[src/rtl/instruction_fetch_stage.sv]
// instruction_fetch_stage
//   Front of the pipeline. Holds the program counter, presents it to the
//   combinational instruction memory, picks the next PC and captures the
//   fetched word into the IF/ID register.
//
// Ports
//   Clk, Reset            rising-edge clock, synchronous active-high reset
//   Stall                 hold PC and IF/ID
//   BranchTaken/Target    redirect to branch target (lower priority than Jump)
//   Jump/JumpTarget       redirect to jump target (j, jal, jr)
//   ImemAddress           byte address to instruction memory (= PC)
//   ImemInstruction       word returned for ImemAddress
//   PC                    current program counter
//   IF_ID_Instruction     registered fetched word
//   IF_ID_PCPlus4         registered PC+4 of that word
//   IF_ID_Valid           1 = real instruction, 0 = bubble
module instruction_fetch_stage #(
   parameter logic [31:0] PC_RESET = 32'h0000_0000,
   parameter logic [31:0] NOP_WORD = 32'h0000_0000
) (
   input  logic        Clk,
   input  logic        Reset,
   input  logic        Stall,
   input  logic        BranchTaken,
   input  logic [31:0] BranchTarget,
   input  logic        Jump,
   input  logic [31:0] JumpTarget,
   output logic [31:0] ImemAddress,
   input  logic [31:0] ImemInstruction,
   output logic [31:0] PC,
   output logic [31:0] IF_ID_Instruction,
   output logic [31:0] IF_ID_PCPlus4,
   output logic        IF_ID_Valid
);

   localparam logic [31:0] ALIGN_MASK = 32'hFFFF_FFFC;

   // RUN advances the PC; HOLD keeps everything. Decoded per cycle from the
   // inputs, never stored.
   typedef enum logic {MODE_RUN, MODE_HOLD} mode_e;
   mode_e mode;

   logic [31:0] pc_q, pc_d;
   logic [31:0] instr_q, instr_d;
   logic [31:0] pcp4_q, pcp4_d;
   logic        valid_q, valid_d;
   logic [31:0] pc_plus4;

   assign pc_plus4 = pc_q + 32'd4;   // wraps modulo 2^32

   always_comb begin
      mode    = MODE_RUN;
      pc_d    = pc_q;
      instr_d = instr_q;
      pcp4_d  = pcp4_q;
      valid_d = valid_q;
      if (Jump) begin
         // Jump wins over a simultaneous branch; wrong-path word is dropped.
         pc_d    = JumpTarget & ALIGN_MASK;
         instr_d = NOP_WORD;
         pcp4_d  = 32'd0;
         valid_d = 1'b0;
      end else if (BranchTaken) begin
         pc_d    = BranchTarget & ALIGN_MASK;
         instr_d = NOP_WORD;
         pcp4_d  = 32'd0;
         valid_d = 1'b0;
      end else if (Stall) begin
         mode = MODE_HOLD;
      end
      if (!Jump && !BranchTaken && mode == MODE_RUN) begin
         pc_d    = pc_plus4;
         instr_d = ImemInstruction;
         pcp4_d  = pc_plus4;
         valid_d = 1'b1;
      end
   end

   always_ff @(posedge Clk) begin
      if (Reset) begin
         pc_q    <= PC_RESET;
         instr_q <= NOP_WORD;
         pcp4_q  <= 32'd0;
         valid_q <= 1'b0;
      end else begin
         pc_q    <= pc_d;
         instr_q <= instr_d;
         pcp4_q  <= pcp4_d;
         valid_q <= valid_d;
      end
   end

   assign ImemAddress       = pc_q;
   assign PC                = pc_q;
   assign IF_ID_Instruction = instr_q;
   assign IF_ID_PCPlus4     = pcp4_q;
   assign IF_ID_Valid       = valid_q;

endmodule

[config.mk]
export PLATFORM = sky130hd
export DESIGN_NAME = instruction_fetch_stage
export DESIGN_NICKNAME = d
export VERILOG_FILES = /design/src/rtl/instruction_fetch_stage.sv
export SDC_FILE = /design/constraint.sdc
export NUM_CORES = 1
export LEC_CHECK = 0
export ABC_AREA = 0
export CAP_MARGIN = 20
export CORE_ASPECT_RATIO = 0.5
export CORE_MARGIN = 3
export CORE_UTILIZATION = 40
export DETAILED_ROUTE_END_ITERATION = 16
export PLACE_DENSITY = 0.8
export SYNTH_ARGS = -nofsm -noshare
export SYNTH_HDL_FRONTEND = slang
export SYNTH_SLANG_ARGS = --single-unit
export TNS_END_PERCENT = 1
[constraint.sdc]
create_clock -name Clk -period 2.2 [get_ports Clk]
set_input_delay 0.44 -clock Clk [delete_from_list [all_inputs] [get_ports Clk]]
set_output_delay 0.44 -clock Clk [all_outputs]
set_load 0.01 [all_outputs]
======== After elaboration in Yosys (flattened, before gate mapping) ========
Cells that the tools add are included.
word-level totals
  register bits after elaboration ......... 97
  output and inout port bits .............. 129
cells by class
  bitwise operators ....................... 1
  add/subtract/negate cells ............... 1
  reductions and logical operators ........ 5
  multiplexer cells ....................... 13
operators with widths
  cell                                           count
  2-to-1 mux 32 bit                              7
  adder 32 x 3 -> 32 bit, second input constant  1
  2-to-1 mux 1 bit                               6
  nonzero test 3 bit                             1
  logical AND 1 bit                              2
  zero test 1 bit                                2
  NOT 1 bit                                      1

======== Logic depth before layout (Yosys ltp) ========
  word-level depth ........................ 6
  mapped depth ............................ 8

======== Least setup slack after synthesis ========
OpenSTA, ideal clock, no wires.
  path kind ............................... reg2reg
  start ................................... register pc_q[2], in the netlist ImemAddress[2]
  end ..................................... register pcp4_q[24], in the netlist IF_ID_PCPlus4[24]
  path slack .............................. 0.289 ns
  setup time .............................. 0.123 ns
  cell stages (with the launch flop) ...... 7
  arrival time ............................ 1.788 ns
  period minus slack after synthesis ...... 1.911 ns
  path buffers ............................ 0
  path through ............................ dfxtp_1 ha_1 nand4_1 or4_4 nor3_4 nand3_1 nor3b_2
on the way
  longest elaborated chain between the ends .. 2
ends and longest elaborated chain
  item                      line  RTL
  start: declaration        43    logic [31:0] pc_q, pc_d;
  start signal: assignment  86    pc_q <= pc_d;
  adder 32 x 3 -> 32 bit    49    assign pc_plus4 = pc_q + 32'd4;
  2-to-1 mux 32 bit         71    if (!Jump && !BranchTaken && mode == MODE_RUN) begin
  end signal: assignment    88    pcp4_q <= pcp4_d;
  end: declaration          45    logic [31:0] pcp4_q, pcp4_d;
No other way between the ends.
A chain may end at the register's enable or synchronous reset.

======== Final worst setup path ========
  start ................................... register pc_q[7], in the netlist ImemAddress[7]
  end ..................................... register pcp4_q[30], in the netlist IF_ID_PCPlus4[30]
Same word-level chain as after synthesis.

==> results.yml <==
synthesis:
  synth_edf_count: 0
  ys_seq_elements: 93
  ys.warnings.count: 0
  synthXorXnorAreaFrac: 0.0820
  avgSynthCellArea_um2: 8.37
  synth_compound_gate_area_share: 0.147
  synth_fa_ha_area_frac: 0.00249
  yosysSeqAreaShare: 0.371
  postSynthCellCount: 600
  ys_types: 54
  synthFlopType: "dfxtp_1"
  synth_top_family_by_area: "simple AND/OR/NAND/NOR gates"
  synthMuxAreaShare: 0.0817
  async_flop_share: 0
  synthSimpleGateAreaFrac: 0.200
  syn_area_um2: 5020
detailed_routing:
  routed_wl_um: 16100
  drc: 0
  met2WireLength_um: 7840
  ant_nets: 0
  drt-pass1-iter-count: 5
  dr.first_iter.drc_count: 330
  m1WireLength_um: 6570
  wl_met3_um: 1330
  vias: 4947
  top_layer: "met4"
  viasPerCell: 5.13
  wl_per_cell_um: 16.7
die:
  io_pins: 230
  core-area_um2: 12100
  die_x_um: 164
  rows: 28
  start_util: 0.417
  dieArea_um2: 14000
  die_y_um: 85.2
pwr:
  p_leak_nw: 2.88
  powerDensity_nw_per_um2: 560
  clockPowerShare: 0.366
  combPwrFrac: 0.208
  p_sw_mw: 1.10
  seq_power_share: 0.426
  p_int_mw: 3.15
  vdd_drop_max_mv: 0.352
  power_switching_share: 0.258
clock_network:
  hold_buffers: 0
  clkTransAtPathRegs_ps: 60
  cts_max_level: 3
  numCtsBuffers: 9
  cts_resized: 0
  cts_tree: "done"
  clk_latency_ps: 340
  ctsLongestPathBuffers: 2
  root_buffer: "clkbuf_16"
  cts_setup_buffers: 0
  cts_sinks: 93
sta:
  fin_skew_ps: 6.78
  timing.final.crit_share: 0.908
  finalCriticalPeriod_ps: 2000
  final.setup.tns_ps: 0
  setup_viol: 0
  holdWs_ps: 457
  slew_violations: 0
  fmax_ghz: 0.501
  rsz0062_at_grt: "false"
  timing.final.hold_violations: 0
worst_setup_path:
  worstPathArrival_ps: 2210
  r2r_end: "IF_ID_PCPlus4[30]"
  crit_fanout: 6
  critical_path_class: "flop to flop"
  r2r_slack_ps: 200
  required_ps: 2410
  cp-start-kind: "flop"
  r2r.worst_path.cells: 6
  crit_path_end_kind: "flop"
  r2r_start: "ImemAddress[7]"
finish:
  syn_to_final_growth_pct: 51.1
  final_util: 0.630
  antennaDiodeCount: 0
  nFillCells: 993
  layout-drive-gt1-share: 0.103
  fin_nets: 898
hold_path:
  min_to: "IF_ID_PCPlus4[6]"
  min_path_cells: 2
  hp-class: "flop to flop"
  hold_path.startpoint: "IF_ID_PCPlus4[6]"
grt:
  grt_use_total: 0.228
  antenna_found_initial: 0
  grt_pass1_vias: 4807
  grt_overflow: 0
  grt_pass1_wl_um: 25500
  grt_max_degree: 48
placed_design:
  hpwl_um: 12200
  place.gp.congestion: 0.952
  portBuffers: 219
outcome:
  status: "complete, no violations"
job:
  drv_cap: 0
==> state kept, by name (all words and copies together), names as in the netlist <==
signal and cells:
IF_ID_Instruction 32, IF_ID_PCPlus4 30, IF_ID_Valid 1, ImemAddress 30
==> power by group through the flow <==
stage               clock, mW  combinational (mW)  sequential (mW)
floorplan                   0               0.401             1.87
global placement            0               0.866             1.84
detailed placement          0               0.880             1.85
CTS                      1.58               0.886             1.81
global route             1.66               0.951             1.82
finish                   1.55               0.885             1.81
==> area by class of cell <==
type                            count  area [um2]  area share
Sequential cell                    93        1860       0.245
Clock buffer                       12         246      0.0325
Clock inverter                      3        46.3     0.00610
Tap cell                          165         206      0.0272
Multi-Input combinational cell    405        2600       0.343
Timing Repair Buffer              263        2540       0.335
Inverter                           24        90.1      0.0119
==> through the flow <==
step	std cells	cell area (um2)	power, mW	setup slack, ps
final	965	7590	4.25	202
after global routing	965	7590	4.43	89.9
after CTS	965	7590	4.27	214
after detailed placement	950	7300	2.72	68.7
after global placement	950	7300	2.71	123
after floorplan	605	5040	2.27	289
==> placed cells by master, fill, tap and decap left out, types with 14 or more instances in the layout <==
cell and count:
nand3_1 14, buf_4 43, dfxtp_1 93, xnor2_1 34
mux2i_1 41, a21oi_1 66, o21ai_0 32, nor2_1 66
clkdlybuf4s50_1 217, nand2_1 30, a211oi_1 15, inv_1 24
==> synthesized netlist by cell type (8+ instances only) <==
| master | count | area share |
|---|---|---|
| dfxtp_1 | 93 | 0.37 |
| a211oi_1 | 15 | 0.022 |
| mux2i_1 | 41 | 0.082 |
| xor2_1 | 13 | 0.023 |
| xnor2_1 | 34 | 0.059 |
| nand3_1 | 14 | 0.014 |
| a21oi_1 | 66 | 0.066 |
| nand2_1 | 30 | 0.022 |
| buf_2 | 9 | 0.0090 |
| nor2_1 | 66 | 0.049 |
| buf_4 | 39 | 0.058 |
| nor3_1 | 13 | 0.013 |
| nor4_1 | 8 | 0.010 |
| clkbuf_1 | 25 | 0.019 |
| o21ai_0 | 32 | 0.032 |
| nand4_1 | 12 | 0.015 |
| inv_1 | 24 | 0.018 |
==> how the worst max path moves through the flow <==
stage	start	to	depth (start not counted)
after floorplan	ImemAddress[2]	IF_ID_PCPlus4[24]	6
after global placement	BranchTaken	ImemAddress[6]	7
after detailed placement	BranchTaken	ImemAddress[12]	6
after CTS	ImemAddress[17]	ImemAddress[17]	2
after global routing	ImemAddress[7]	IF_ID_PCPlus4[30]	6
final	ImemAddress[7]	IF_ID_PCPlus4[30]	6
==> layer usage <==
layer  global-route usage  up-vias
met2                0.376      186
met5                    0        -
met3               0.0683       30
li1                     -     2425
met1                0.292     2306
met4               0.0616        0
==> worst max-delay path, cell delays in order (launching register included) <==
cell and delay [ps]:
dfxtp_1 400, and4_1 390, buf_4 220, nand2_2 110
nor4_2 340, xnor2_1 280, a21oi_1 130
==> kinds of logic (layout without fill, tap and decap cells) <==
| family | count (synthesis) | in the layout |
|---|---|---|
| compound gates | 129 | 129 |
| xor+xnor | 47 | 47 |
| fa+ha+maj | 1 | 1 |
| buf+inv | 107 | 302 |
| flops | 93 | 93 |
| mux | 41 | 41 |
| other cells | 1 | 6 |
| simple gates | 181 | 181 |
(Power assumes the default switching activity.)
